<file path="src/rtl/priority_encode_unit_pkg.sv">
// ---------------------------------------------------------------------------
// priority_encode_unit_pkg
//
// Shared types for the pipelined priority encoder. Used by the divider
// normalisation path and the bit-manipulation unit.
//
// Contents:
//   pe_mode_t       operation select (MSB_IDX, LSB_IDX, CLZ, CTZ)
//   pe_stage1_t     registered result of the segment scan stage
//   pe_mode_is_msb  true for modes that search from the top of the operand
//
// pe_stage1_t is sized for the largest supported configuration
// (WIDTH=64 split into 2-bit segments, 32-bit segments, 8-bit tags).
// Smaller instances fill only the low entries and leave the rest zero.
// ---------------------------------------------------------------------------
package priority_encode_unit_pkg;

    localparam int PE_MAX_SEGS  = 32;
    localparam int PE_MAX_IDX_W = 5;
    localparam int PE_MAX_ID_W  = 8;

    typedef enum logic [1:0] {
        MSB_IDX = 2'd0,
        LSB_IDX = 2'd1,
        CLZ     = 2'd2,
        CTZ     = 2'd3
    } pe_mode_t;

    typedef struct packed {
        logic [PE_MAX_SEGS-1:0]                   found;
        logic [PE_MAX_SEGS-1:0][PE_MAX_IDX_W-1:0] hi_idx;
        logic [PE_MAX_SEGS-1:0][PE_MAX_IDX_W-1:0] lo_idx;
        pe_mode_t                                 mode;
        logic [PE_MAX_ID_W-1:0]                   id;
    } pe_stage1_t;

    // CLZ is derived from the highest set bit, CTZ from the lowest.
    function automatic logic pe_mode_is_msb(input pe_mode_t mode);
        return (mode == MSB_IDX) || (mode == CLZ);
    endfunction

endpackage

</file>
<file path="src/rtl/priority_encode_unit_scan.sv">
// ---------------------------------------------------------------------------
// segment_priority_scan
//
// Combinational scan of one SEG_WIDTH-bit slice of the operand.
//
// Ports:
//   seg_data  in   SEG_WIDTH          slice of the operand
//   found     out  1                  any bit of the slice is set
//   hi_idx    out  $clog2(SEG_WIDTH)  index of the highest set bit
//   lo_idx    out  $clog2(SEG_WIDTH)  index of the lowest set bit
//
// hi_idx and lo_idx read 0 when found is 0; the selector ignores them then.
// ---------------------------------------------------------------------------
module segment_priority_scan #(
    parameter int SEG_WIDTH = 8
) (
    input  logic [SEG_WIDTH-1:0]         seg_data,
    output logic                         found,
    output logic [$clog2(SEG_WIDTH)-1:0] hi_idx,
    output logic [$clog2(SEG_WIDTH)-1:0] lo_idx
);

    localparam int IW = $clog2(SEG_WIDTH);

    // The ascending loop leaves the last (highest) set bit in hi_idx and the
    // descending loop leaves the last (lowest) set bit in lo_idx.
    always_comb begin
        found  = |seg_data;
        hi_idx = '0;
        lo_idx = '0;
        for (int i = 0; i < SEG_WIDTH; i++) begin
            if (seg_data[i]) begin
                hi_idx = IW'(i);
            end
        end
        for (int i = SEG_WIDTH - 1; i >= 0; i--) begin
            if (seg_data[i]) begin
                lo_idx = IW'(i);
            end
        end
    end

endmodule

</file>
<file path="src/rtl/priority_encode_unit.sv">
// ---------------------------------------------------------------------------
// priority_encode_unit
//
// Two-stage pipelined priority encoder with valid/ready handshakes and tag
// passthrough. Stage 1 scans WIDTH/SEG_WIDTH segments in parallel and
// registers per-segment results; stage 2 picks the winning segment, forms
// the bit index and applies the mode transform into the output register.
//
// Parameters:
//   WIDTH      operand width, power of two, 8..64
//   SEG_WIDTH  segment width, power of two, >=2, WIDTH/SEG_WIDTH >= 2
//   ID_W       tag width, at most 8
//
// Ports:
//   clk, rst    clock; asynchronous active-high reset
//   in_valid    operand present
//   in_ready    operand accepted this cycle
//   in_data     operand
//   in_mode     0=MSB_IDX 1=LSB_IDX 2=CLZ 3=CTZ
//   in_id       tag, returned unchanged with the result
//   out_valid   result present
//   out_ready   consumer accepts the result
//   out_result  result, zero-extended to RW bits
//   out_zero    operand was all zeros
//   out_id      tag of this result
//
// For a zero operand the index modes return 0 and the count modes return
// WIDTH, which is why the result carries one bit more than an index needs.
// ---------------------------------------------------------------------------
module priority_encode_unit
    import priority_encode_unit_pkg::*;
#(
    parameter  int WIDTH     = 32,
    parameter  int SEG_WIDTH = 8,
    parameter  int ID_W      = 3,
    localparam int RW        = $clog2(WIDTH) + 1
) (
    input  logic            clk,
    input  logic            rst,
    input  logic            in_valid,
    output logic            in_ready,
    input  logic [WIDTH-1:0] in_data,
    input  logic [1:0]      in_mode,
    input  logic [ID_W-1:0] in_id,
    output logic            out_valid,
    input  logic            out_ready,
    output logic [RW-1:0]   out_result,
    output logic            out_zero,
    output logic [ID_W-1:0] out_id
);

    localparam int N  = WIDTH / SEG_WIDTH;
    localparam int IW = $clog2(SEG_WIDTH);

    logic [N-1:0]         seg_found;
    logic [N-1:0][IW-1:0] seg_hi;
    logic [N-1:0][IW-1:0] seg_lo;

    pe_stage1_t s1_d;
    pe_stage1_t s1_q;
    logic       s1_valid;
    logic       s2_ready;
    logic       in_fire;

    logic          any_found;
    logic [RW-1:0] msb_pos;
    logic [RW-1:0] lsb_pos;
    logic [RW-1:0] sel_pos;
    logic [RW-1:0] s2_result;

    // ------------------------------------------------------------------
    // Stage 1: parallel segment scan
    // ------------------------------------------------------------------
    for (genvar g = 0; g < N; g++) begin : g_seg
        segment_priority_scan #(
            .SEG_WIDTH (SEG_WIDTH)
        ) u_scan (
            .seg_data (in_data[g*SEG_WIDTH +: SEG_WIDTH]),
            .found    (seg_found[g]),
            .hi_idx   (seg_hi[g]),
            .lo_idx   (seg_lo[g])
        );
    end

    // Handshake. The output register frees up when it is empty or being
    // drained; stage 1 can take a new operand when it is empty or moving on.
    // in_ready never looks at in_valid, so there is no valid->ready path.
    assign s2_ready = !out_valid || out_ready;
    assign in_ready = !rst && (!s1_valid || s2_ready);
    assign in_fire  = in_valid && in_ready;

    // Pack the scan results into the shared stage-1 record; entries beyond
    // N stay zero.
    always_comb begin
        s1_d      = '0;
        s1_d.mode = pe_mode_t'(in_mode);
        s1_d.id   = PE_MAX_ID_W'(in_id);
        for (int g = 0; g < N; g++) begin
            s1_d.found[g]  = seg_found[g];
            s1_d.hi_idx[g] = PE_MAX_IDX_W'(seg_hi[g]);
            s1_d.lo_idx[g] = PE_MAX_IDX_W'(seg_lo[g]);
        end
    end

    // Stage-1 register. Whenever in_ready is high the current contents are
    // either absent or leaving, so the valid bit simply follows in_valid.
    always_ff @(posedge clk or posedge rst) begin
        if (rst) begin
            s1_valid <= 1'b0;
            s1_q     <= '0;
        end else begin
            if (in_ready) begin
                s1_valid <= in_valid;
            end
            if (in_fire) begin
                s1_q <= s1_d;
            end
        end
    end

    // ------------------------------------------------------------------
    // Stage 2: segment selection and mode transform
    // ------------------------------------------------------------------
    // Ascending scan keeps the highest found segment, descending keeps the
    // lowest; both positions stay 0 for an all-zero operand.
    always_comb begin
        any_found = 1'b0;
        msb_pos   = '0;
        lsb_pos   = '0;
        for (int i = 0; i < N; i++) begin
            if (s1_q.found[i]) begin
                any_found = 1'b1;
                msb_pos   = RW'(i * SEG_WIDTH) + RW'(s1_q.hi_idx[i]);
            end
        end
        for (int i = N - 1; i >= 0; i--) begin
            if (s1_q.found[i]) begin
                lsb_pos = RW'(i * SEG_WIDTH) + RW'(s1_q.lo_idx[i]);
            end
        end
    end

    always_comb begin
        sel_pos   = pe_mode_is_msb(s1_q.mode) ? msb_pos : lsb_pos;
        s2_result = sel_pos;
        case (s1_q.mode)
            CLZ:     s2_result = any_found ? (RW'(WIDTH - 1) - sel_pos) : RW'(WIDTH);
            CTZ:     s2_result = any_found ? sel_pos : RW'(WIDTH);
            default: s2_result = sel_pos;
        endcase
    end

    // Output register. Data only loads when a real operation moves in, so
    // a held result stays stable while the consumer is stalling.
    always_ff @(posedge clk or posedge rst) begin
        if (rst) begin
            out_valid  <= 1'b0;
            out_result <= '0;
            out_zero   <= 1'b0;
            out_id     <= '0;
        end else if (s2_ready) begin
            out_valid <= s1_valid;
            if (s1_valid) begin
                out_result <= s2_result;
                out_zero   <= !any_found;
                out_id     <= s1_q.id[ID_W-1:0];
            end
        end
    end

    // Stage-1 record entries above N and tag bits above ID_W exist only to
    // fit the largest configuration.
    logic unused_s1_bits;
    assign unused_s1_bits = ^s1_q;

endmodule

</file>
<file path="config.mk">
export PLATFORM = sky130hd
export DESIGN_NAME = priority_encode_unit
export DESIGN_NICKNAME = d
export VERILOG_FILES = /design/src/rtl/priority_encode_unit_pkg.sv /design/src/rtl/priority_encode_unit_scan.sv /design/src/rtl/priority_encode_unit.sv
export SDC_FILE = /design/constraint.sdc
export NUM_CORES = 1
export LEC_CHECK = 0
export BUFFER_PORTS_ARGS = -buffer_cell sky130_fd_sc_hd__buf_2
export CAP_MARGIN = 20
export CORE_MARGIN = 8
export CORE_UTILIZATION = 49
export DETAILED_ROUTE_END_ITERATION = 12
export GPL_TIMING_DRIVEN = 0
export PLACE_DENSITY = 0.85
export REMOVE_ABC_BUFFERS = 1
export SYNTH_ARGS = -nofsm -noshare
export SYNTH_HDL_FRONTEND = slang
export SYNTH_SLANG_ARGS = --single-unit
</file>
<file path="constraint.sdc">
create_clock -name clk -period 1.3 [get_ports clk]
set_clock_uncertainty 0.05 [all_clocks]
set_input_delay 0.13 -clock clk [delete_from_list [all_inputs] [get_ports clk]]
set_output_delay 0.13 -clock clk [all_outputs]
set_load 0.01 [all_outputs]
</file>
# After elaboration in Yosys (flattened, before gate mapping)
# Index checks and enable logic that the tools add are counted.
[totals]
register_bits = 45
inputBits = 41
output_inout_bits = 12
word_cells = 116
[op_classes]
n_addsub = 7
n_eq_ne = 2
mux = 76
reduce_logical = 15
[ops]
columns = ["cell", "count"]
rows = [
  ["$mux W3", 49],
  ["$mux W6", 10],
  ["$reduce_or A8 Y1", 4],
  ["$add A5 B3 Y6 const A", 4],
  ["$mux W2", 8],
  ["$pmux W6 S2", 1],
  ["$add A4 B3 Y5 const A", 2],
  ["$mux W1", 8],
  ["$sub A5 B6 Y6 const A", 1],
  ["$eq A2 B2 Y1 const B", 2],
  ["$logic_not A1 Y1", 4],
  ["$logic_or A1 B1 Y1", 3],
  ["$logic_and A1 B1 Y1", 2],
  ["$logic_not A2 Y1", 1],
  ["$reduce_and A2 Y1", 1],
]

# Logic depth before layout (Yosys ltp)
# Gate-level depths: netlist of the first run.
[depth]
depth_word = 9
ltp_mapped = 6
ltp_nobuf = 4

# By module
# From an unflattened synthesis of the first run, not the netlist that was laid out.
[hier_totals]
hier_cells = 247
hier_area_um2 = 2702.6
[modules_own_cells]
columns = ["module", "n_inst", "cells_each", "area_each_um2", "seq_area_each_um2"]
rows = [
  ["priority_encode_unit", 1, 171, 2247.2, 1126.1],
  ["segment_priority_scan", 4, 19, 113.9, 0.0],
]

# Worst setup path before layout of the first run
# Ideal clock, no wire load.
[synth_timing]
kind = "input port to flip-flop"
from = "input port rst"
to = "register s1_q[12] in the netlist's numbering"
setup_time_ns = 0.095
t_arrival_ns = 1.992
t_required_ns = 1.155
path_slack_ns = -0.838
cell_stages = 4
n_path_buf = 1
path_cell_list = "inv_1 -> nand3_1 -> buf_2 -> o31ai_1"
[synth_via]
elab_chain_cells = 3
[synth_rtl]
columns = ["element", "line_no", "source"]
rows = [
  ["start, declared", "priority_encode_unit.sv:39", "input logic rst,"],
  ["$logic_not A1 Y1 (no source line)", "--", ""],
  ["$logic_and A1 B1 Y1", "priority_encode_unit.sv:89", "assign in_ready = !rst && (!s1_valid || s2_ready);"],
  ["$logic_and A1 B1 Y1", "priority_encode_unit.sv:90", "assign in_fire = in_valid && in_ready;"],
  ["end signal, assigned", "priority_encode_unit.sv:110", "s1_q <= '0;"],
  ["end signal, assigned", "priority_encode_unit.sv:116", "s1_q <= s1_d;"],
  ["end, declared", "priority_encode_unit.sv:60", "pe_stage1_t s1_q;"],
]
# Every way passes these cells.
# A chain may end at the register's enable or synchronous reset.

# Worst setup path in the final report of the first run
[layout_timing]
from = "register s1_q[332] in the netlist's numbering"
to = "register out_result[0]"
[layout_via]
elab_chain_cells = 7
word_cells_on_any_way = 12
cone_classes = "1 x add/sub; 11 x mux"
[layout_rtl]
columns = ["element", "line_no", "source"]
rows = [
  ["$mux W6 (3 in series)", "priority_encode_unit.sv:137", "if (s1_q.found[i]) begin"],
  ["$mux W6", "priority_encode_unit.sv:144", "sel_pos = pe_mode_is_msb(s1_q.mode) ? msb_pos : lsb_pos;"],
  ["$sub A5 B6 Y6", "priority_encode_unit.sv:147", "CLZ: s2_result = any_found ? (RW'(WIDTH - 1) - sel_pos) : RW'(WIDTH);"],
  ["$mux W6", "priority_encode_unit.sv:147", ""],
  ["$pmux W6 S2 *", "priority_encode_unit.sv:146", "case (s1_q.mode)"],
  ["end signal, assigned", "priority_encode_unit.sv:164", "out_result <= s2_result;"],
  ["end, declared", "priority_encode_unit.sv:47", "output logic [RW-1:0] out_result,"],
]
# Mark *: on every way between the ends. The rest lies on a longest branch, timed or not.

==> flow_summary.yaml, run 1 <==
worst_setup_path:
  start_kind: "register"
  reg2reg_slack_ps: -390
  rr_endpoint: "out_result[0]$_DFFE_PP0P_"
  worstSetupPathType: "register to register"
  worstRegToRegCells: 5
  crit_arrival_ps: 1820
  worstReg2RegStart: "s1_q[332]$_DFFE_PP0P_"
  required_ps: 1420
  critPathMaxFanout: 6
  cp-startpoint: "s1_q[332]$_DFFE_PP0P_"
  end_kind: "register"
cells_and_area:
  multi_input_area_sq_mm: 0.001680
  final_util: 0.7560
  num_antenna_cells: 0
  layout-drive-gt1-share: 0.4870
  fillers: 315
  syn2layout_area_growth_pct: 51.81
  seq_area_sq_mm: 0.001135
  nNetsFinal: 424
  finish.instance_area_sq_mm: 0.003787
sta:
  tightest_slew_ps: 883.2
  layout_setup_ws_ps: -392.5
  clock.fmax_mhz: 590.8
  min_period_ps: 1692
  maxSlewViolCount: 0
  fin_hold_ws_ps: -154.1
  rsz0062_at_grt: "yes"
  finalSetupViolCount: 40
  min_period_over_period: 1.302
  maxSlewHeadroom: 0.4058
  hold_viol_final: 20
drt:
  drtPass1Iterations: 5
  routed_wl_um: 9809
  drt_iter0_markers: 421
  drc: 0
  routedWlPerCell_um: 21.61
  vias_per_cell: 6.480
  route.vias.total: 2942
  ant_nets: 0
clock_network:
  htree_num_levels: 2
  clk_latency_ps: 310
  cts_buffer_depth: 2
  cts_buffers: 5
  root_buffer: "clkbuf_8"
  cts_tree: "yes"
  cts_sinks: 45
  path_clk_slew_ps: 80
die:
  std_cell_rows: 26
  dieWidth_um: 87.36
  initial_core_util: 0.4980
  io_pins: 53
  dieHeight_um: 87.36
  dieArea_sq_mm: 0.007631
  coreArea_sq_mm: 0.005010
global_route:
  grt_start_max_net_pins: 28
  antenna_found_initial: 0
  grtUsageTotal: 0.1926
  grt_pass1_wl_um: 11550
  grt_pass1_vias: 2467
  grt-ovfl-total: 0
place:
  dpl_worst_slack_ps: -840.1
  port_buffers: 52
  finalWeightedCongestion: 0.8258
  dpl.hpwl_um: 4122
  place_area_sq_mm: 0.002775
pwr:
  finalPower_mw: 4.074
  power.density_mw_per_mm2: 1076
  leakagePower_nw: 1.690
  ir_drop_mv: 0.6042
synth:
  synth_commonest_cells: "45 x dfrtp_1, 39 x nand2_1, 29 x nor2_1, 24 x a21oi_1, 23 x inv_1"
  ys_seq_area_frac: 0.4514
  synth_async_sr_flop_share: 1.000
  yosys_warnings: 0
  yosysTopAreaCell: "dfrtp_1"
  synth_cell_types: 44
  syn_inst: 281
  post_synth.cell_area_avg_sq_um: 8.879
  synth_area_leaders: "dfrtp_1 45%, nand2_1 5.9%, a21oi_1 4.8%, nor2_1 4.4%, o31a_1 3.5%"
  syn_area_sq_mm: 0.002495
  yosysMostFrequentCell: "dfrtp_1"
  synth_edf_count: 0
  synth_top_area_frac: 0.4514
  ys.flop_type: "dfrtp_1"
  ys_ff_latch: 45
outcome:
  violations: "negative hold slack, negative setup slack"
  outcome: "finished with violations"
hold_path:
  hold_path.class: "input port to async pin"
run:
  maxCapViolCount: 0
==> logic make-up (layout without fill, tap and decap cells) <==
group                  count (synthesis)  count (layout)  share of synthesized area
multiplexers                           6               6                    0.02658
AND/OR/NAND/NOR                      103             113                     0.1996
buffers and inverters                 37             130                    0.07171
AO/OA/AOI/OAI                         90              90                     0.2508
flip-flops                            45              45                     0.4514
==> how the worst max path moves through the flow <==
| stage | endpoint | cells past startpoint |
|---|---|---|
| finish | out_result[0]$_DFFE_PP0P_ | 5 |
| global route | out_result[0]$_DFFE_PP0P_ | 5 |
| CTS | out_result[0]$_DFFE_PP0P_ | 5 |
| detailed placement | s1_q[21]$_DFFE_PP0P_ | 4 |
| global placement | s1_q[26]$_DFFE_PP0P_ | 4 |
| floorplan | s1_q[11]$_DFFE_PP0P_ | 3 |
==> routing by layer <==
metal  track usage  wire length [um]  vias up
met5             0                 0        -
met4       0.06406               547        0
met3       0.04623              1095       69
met2        0.3306              4543      240
met1        0.2283              3622     1391
li1              -                 -     1242
==> layout make-up <==
class,instances,area share
Multi-Input combinational cell,209,0.4437
Tap cell,70,0.02313
Inverter,23,0.02346
Sequential cell,45,0.2996
Timing Repair Buffer,99,0.1883
Clock inverter,2,0.002643
Clock buffer,6,0.01916
==> where the power goes <==
part / internal [mW] / switching [mW]
clock: 0.373 / 0.487
sequential: 1.64 / 0.205
combinational: 0.606 / 0.757
total: 2.62 / 1.45
==> cell usage in the layout, fill, tap and decap left out, types with 4 or more instances in the layout <==
master         netlist  layout
inv_1               23      22
nor4_1               6       5
buf_2                8      53
clkbuf_8             0       5
o31a_1              10      10
nand3_4              0       8
o21ai_0             14       4
mux2_2               5       5
nand2b_1             9       8
nor2_1              29      21
dfrtp_1             45      38
nand3b_1             4       4
buf_4                1      20
nand2_1             39      19
dlygate4sd3_1        0      10
nand2_2              0      18
nor2_2               0       7
o31ai_4              0       4
a21oi_1             24      21
o21ai_1              3       6
o21ai_2              0       7
dfrtp_2              0       7
buf_6                2      14
a21oi_2              2       5
==> state kept, by name, summed over array words and instances, names as in the netlist <==
| name | count |
|---|---|
| s1_q | 33 |
| out_valid | 1 |
| out_result | 6 |
| out_zero | 1 |
| s1_valid | 1 |
| out_id | 3 |
==> worst max-delay path, stage by stage, from the launching register on <==
cell       delay (ps)
dfrtp_2           470
buf_6             150
a21oi_2           130
o211ai_1          210
a2111oi_2         450
a311oi_1           90
==> metrics by stage <==
step | std cells | TNS [ps]
6_report | 454 | -5292
2_1_floorplan | 267 | -46120
5_1_grt | 454 | -8249
3_3_place_gp | 389 | -104290
4_1_cts | 432 | -5356
3_5_place_dp | 390 | -24800
==> repair_timing <==
action,in CTS,in global routing
cloned,4,6
resized for setup,34,89
endpoints found under the setup margin,45,45
hold endpoints to repair,30,21
hold buffers,9,1
pin swaps,13,43
buffers inserted,21,15
Note: power is estimated with default switching activity, not from simulation.
==> run 2, diff against run 1 <==
--- a/config.mk
+++ b/config.mk
@@ -7,6 +7,7 @@
 export LEC_CHECK = 0
 export BUFFER_PORTS_ARGS = -buffer_cell sky130_fd_sc_hd__buf_2
 export CAP_MARGIN = 20
+export CORE_ASPECT_RATIO = 0.6
 export CORE_MARGIN = 8
 export CORE_UTILIZATION = 49
 export DETAILED_ROUTE_END_ITERATION = 12
==> flow_summary.yaml, run 2 (synthesis gave the netlist of run 1 again) <==
global_route:
  grt_pass1_vias: 2466
  grt_start_max_net_pins: 29
  grt_pass1_wl_um: 12610
  antenna_found_initial: 0
  grt-ovfl-total: 0
  grtUsageTotal: 0.2056
place:
  placedCellCount: 386
  finalWeightedCongestion: 0.8633
  place_area_sq_mm: 0.002778
  port_buffers: 52
  dpl.hpwl_um: 4439
sta:
  rsz0062_at_grt: "yes"
  tightest_slew_ps: 880.1
  fin_hold_ws_ps: -153.9
  maxSlewViolCount: 0
  finalSetupViolCount: 40
  layout_setup_ws_ps: -348.1
  clock.fmax_mhz: 606.8
  min_period_over_period: 1.268
  min_period_ps: 1648
  setup-tns-final_ps: -5615
  hold_viol_final: 20
  maxSlewHeadroom: 0.4079
die:
  dieHeight_um: 71.27
  coreArea_sq_mm: 0.004980
  dieArea_sq_mm: 0.007706
  io_pins: 53
  initial_core_util: 0.5010
  dieWidth_um: 108.1
  std_cell_rows: 20
drt:
  routedWlPerCell_um: 22.15
  route.vias.total: 2849
  drtPass1Iterations: 5
  routed_wl_um: 9766
  drt_iter0_markers: 352
  drc: 0
  ant_nets: 0
  vias_per_cell: 6.460
cells_and_area:
  layout-drive-gt1-share: 0.4827
  largest-register: "s1_q"
  fin_cells: 441
  seq_area_sq_mm: 0.001134
  final_cell_mix: "51 x buf_2, 39 x dfrtp_1, 22 x inv_1, 22 x nand2_2, 21 x nor2_1"
  multi_input_area_sq_mm: 0.001693
  top_regs: "s1_q: 33 flops, out_result: 6 flops, out_id: 3 flops"
  num_antenna_cells: 0
  layout_commonest_cell: "buf_2"
  nNetsFinal: 415
  fillers: 336
  finish.instance_area_sq_mm: 0.003779
  largest_reg_flops: 33
  syn2layout_area_growth_pct: 51.45
worst_setup_path:
  end_kind: "register"
  crit_arrival_ps: 1780
  crit_buf_inv: 2
  required_ps: 1430
  cp_cell_sequence: "buf_6 -> buf_6 -> a21oi_2 -> o211ai_1 -> a2111oi_2 -> a311oi_1"
  start_kind: "register"
  slowest_stage: "dfrtp_2"
  crit_path_frequent_cell: "buf_6"
  worstSetupPathType: "register to register"
  cp_slowest_stage_delay_ps: 430
  cp_top_family: "compound AO/OA/AOI/OAI gates"
  critPathMaxFanout: 5
  cp-startpoint: "s1_q[332]$_DFFE_PP0P_"
  worstReg2RegStart: "s1_q[332]$_DFFE_PP0P_"
clock_network:
  cts_sinks: 45
  cts_buffer_depth: 2
  hold_buffers: 10
  cts_buffers: 5
  cts_tree: "yes"
  root_buffer: "clkbuf_8"
  clk_latency_ps: 310
  path_clk_slew_ps: 90
  htree_num_levels: 2
run:
  maxCapViolCount: 0
pwr:
  power.density_mw_per_mm2: 1201
  finalPower_mw: 4.538
  ir_drop_mv: 0.5797
  leakagePower_nw: 1.680
outcome:
  outcome: "finished with violations"
  violations: "negative hold slack, negative setup slack"
hold_path:
  hold_path.class: "input port to async pin"
[run 2: cell types whose count changed in the layout (fill, tap and decap cells not counted), sizes merged]
cell    before  now
clkbuf       6    5
inv         23   24
clkinv       2    0
bufinv       0    2
buf         89   80
[run 2: power breakdown]
| group | total, mW | switching, mW | internal, mW |
|---|---|---|---|
| clock network | 1.30 | 0.528 | 0.774 |
| registers | 1.88 | 0.235 | 1.64 |
| logic | 1.36 | 0.753 | 0.604 |
[run 2: worst paths after layout]
path / end / slack (ps) / cells after the start
max: out_result[2]$_DFFE_PP0P_ / -350 / 6
min: out_result[3]$_DFFE_PP0P_ / -150 / 2
max reg2reg: out_result[2]$_DFFE_PP0P_ / -350 / 6
min reg2reg: s1_q[0]$_DFFE_PP0P_ / 450 / 2
max in group asynchronous: s1_q[331]$_DFFE_PP0P_ / 820 / 3
min in group clk: s1_q[8]$_DFFE_PP0P_ / 10 / 3
[run 2: final cells by class]
| cell class | count | area share |
|---|---|---|
| clock inverter | 3 | 0.01821 |
| clock buffer | 5 | 0.01821 |
| multi-input combinational | 209 | 0.4480 |
| tap | 66 | 0.02185 |
| inverter | 23 | 0.02351 |
| timing repair buffer | 90 | 0.1702 |
| sequential | 45 | 0.3000 |
[run 2: metal layers]
metal | wire [um] | track usage
met1 | 3766 | 0.2780
met2 | 4540 | 0.3127
met3 | 1157 | 0.04566
met4 | 302 | 0.07798
met5 | 0 | 0
[run 2: per-stage QoR]
step | util | setup WS [ps]
after floorplan | - | -1657
after global placement | 0.5513 | -2804
after detailed placement | 0.5578 | -958.6
after CTS | 0.6691 | -227.6
after global routing | 0.7588 | -421.3
final | 0.7588 | -348.1
[run 2: timing repair]
action                                 CTS  global route
setup endpoints to repair               45            45
resized for setup                       39            87
cloned                                   5             5
pin swaps                               17            48
endpoints found under the hold margin   31            20
setup buffers                           16            11
==> run 3, diff against run 2 <==
--- a/config.mk
+++ b/config.mk
@@ -7,9 +7,11 @@
 export LEC_CHECK = 0
 export BUFFER_PORTS_ARGS = -buffer_cell sky130_fd_sc_hd__buf_2
 export CAP_MARGIN = 20
+export CELL_PAD_IN_SITES_DETAIL_PLACEMENT = 1
+export CELL_PAD_IN_SITES_GLOBAL_PLACEMENT = 1
 export CORE_ASPECT_RATIO = 0.6
 export CORE_MARGIN = 8
-export CORE_UTILIZATION = 49
+export CORE_UTILIZATION = 37
 export DETAILED_ROUTE_END_ITERATION = 12
 export GPL_TIMING_DRIVEN = 0
 export PLACE_DENSITY = 0.85
==> flow_summary.yaml, run 3 (synthesis gave the netlist of run 1 again) <==
drt:
  routedWlPerCell_um: 22.51
  drtPass1Iterations: 4
  routed_wl_um: 10540
  drc: 0
  drt-met1-wl_um: 4410
  drt_iter0_markers: 142
  ant_nets: 0
  route.vias.total: 2724
  dr_wl_met3_um: 805
  wl_met2_um: 4974
  vias_per_cell: 5.821
  top_layer: "met4"
worst_setup_path:
  reg2reg_slack_ps: -430
  slowest_stage: "a2111oi_2"
  critPathMaxFanout: 5
  crit_buf_inv: 1
  cp_slowest_stage_delay_ps: 490
  required_ps: 1420
  crit_arrival_ps: 1860
  cp_top_family: "compound AO/OA/AOI/OAI gates"
  cp_cell_sequence: "buf_6 -> nand4bb_1 -> o211ai_1 -> a2111oi_2 -> a311oi_1"
  end_kind: "register"
  worstSetupPathType: "register to register"
  start_kind: "register"
cells_and_area:
  layout-drive-gt1-share: 0.4016
  finish.instance_area_sq_mm: 0.003597
  largest-register: "s1_q"
  layout_commonest_cell: "buf_2"
  largest_reg_flops: 33
  syn2layout_area_growth_pct: 44.18
  top_regs: "s1_q: 33 flops, out_result: 6 flops, out_id: 3 flops"
  nNetsFinal: 421
  final_cell_mix: "52 x buf_2, 39 x dfrtp_1, 38 x nand2_1"
  num_antenna_cells: 0
die:
  dieWidth_um: 122.0
  coreArea_sq_mm: 0.006590
  dieHeight_um: 79.61
  io_pins: 53
  std_cell_rows: 23
  dieArea_sq_mm: 0.009713
  initial_core_util: 0.3786
sta:
  min_period_ps: 1734
  setup-tns-final_ps: -9104
  maxSlewViolCount: 0
  tightest_slew_ps: 762.6
  maxSlewHeadroom: 0.4909
  clock.fmax_mhz: 576.7
  min_period_over_period: 1.334
  rsz0062_at_grt: "yes"
  layout_setup_ws_ps: -434.0
  hold_viol_final: 21
  finalSetupViolCount: 42
  fin_hold_ws_ps: -83.00
pwr:
  switchingPower_mw: 1.430
  power_frac_seq: 0.470
  switching_share: 0.3620
  finalPower_mw: 3.952
  combinationalPowerShare: 0.293
  internal_power_mw: 2.521
  p_clk_frac: 0.236
  power.density_mw_per_mm2: 1099
  ir_drop_mv: 0.5198
  leakagePower_nw: 1.658
clock_network:
  hold_buffers: 9
  cts_tree: "yes"
  cts_buffers: 5
  cts_buffer_depth: 2
  cts_sinks: 45
  path_clk_slew_ps: 100
  root_buffer: "clkbuf_8"
  htree_num_levels: 2
  clk_latency_ps: 320
global_route:
  grt_pass1_vias: 2883
  grt_start_max_net_pins: 30
  grtUsageTotal: 0.2024
  grt-ovfl-total: 0
  grt_pass1_wl_um: 15330
  antenna_found_initial: 0
run:
  maxCapViolCount: 0
place:
  finalWeightedCongestion: 0.8221
  place_area_sq_mm: 0.002796
  port_buffers: 52
  dpl_worst_slack_ps: -1021
  dpl.hpwl_um: 5266
outcome:
  violations: "negative hold slack, negative setup slack"
  outcome: "finished with violations"
hold_path:
  hold_path.class: "input port to async pin"
run 3: cell count changes in the layout (fill, tap and decap cells not counted), moves of 3 or more:
cell	delta
nand2_2	-22
o21ai_2	-6
nor2_1	+7
nor2_2	-4
o31ai_2	+3
buf_4	+10
nand2_1	+23
nand3_4	-4
nor2_4	-3
o21ai_0	+6
run 3: layout make-up:
| cell class | count | area (sq um) |
|---|---|---|
| clock buffers | 5 | 68.82 |
| inverters | 23 | 86.33 |
| multi-input cells | 205 | 1485 |
| repair buffers | 100 | 693.2 |
| fillers | 777 | 2993 |
| clock inverters | 3 | 21.27 |
| flip-flops and latches | 45 | 1134 |
| well taps | 87 | 108.9 |
run 3: stage by stage:
| stage | instances | utilization |
|---|---|---|
| after floorplan | 267 | - |
| after global placement | 406 | 0.4205 |
| after detailed placement | 407 | 0.4243 |
| after CTS | 457 | 0.5257 |
| after global routing | 468 | 0.5459 |
| final | 468 | 0.5459 |
run 3: what timing repair did:
item | CTS | global route
endpoints found under the setup margin | 45 | 45
resized for setup | 51 | 15
cloned | 6 | 0
hold endpoints to repair | 30 | 20
setup buffers | 27 | 12
pin swaps | 18 | 12
run 3: power groups by stage:
stage	logic, mW	registers (mW)	clock network [mW]
after floorplan	0.485	1.85	0
after global placement	0.845	1.83	0
after detailed placement	0.893	1.85	0
after CTS	1.09	1.83	0.915
after global routing	1.25	1.89	0.995
final	1.16	1.86	0.934
run 3: path summary, 6_finish.rpt:
kind                                       start                        end  cells past startpoint
setup / recovery           s1_q[331]$_DFFE_PP0P_  out_result[0]$_DFFE_PP0P_                      5
hold / removal                               rst  out_result[3]$_DFFE_PP0P_                      2
max in group asynchronous                    rst      s1_q[332]$_DFFE_PP0P_                      3
hold reg to reg            s1_q[187]$_DFFE_PP0P_      s1_q[187]$_DFFE_PP0P_                      2
min in group clk                     in_data[24]       s1_q[25]$_DFFE_PP0P_                      2
setup reg to reg           s1_q[331]$_DFFE_PP0P_  out_result[0]$_DFFE_PP0P_                      5
run 3: metal layers:
layer | global-route usage | vias to the layer above
met3 | 0.04661 | 34
li1 | - | 1216
met5 | 0 | -
met4 | 0.07956 | 0
met1 | 0.2536 | 1342
met2 | 0.3324 | 132
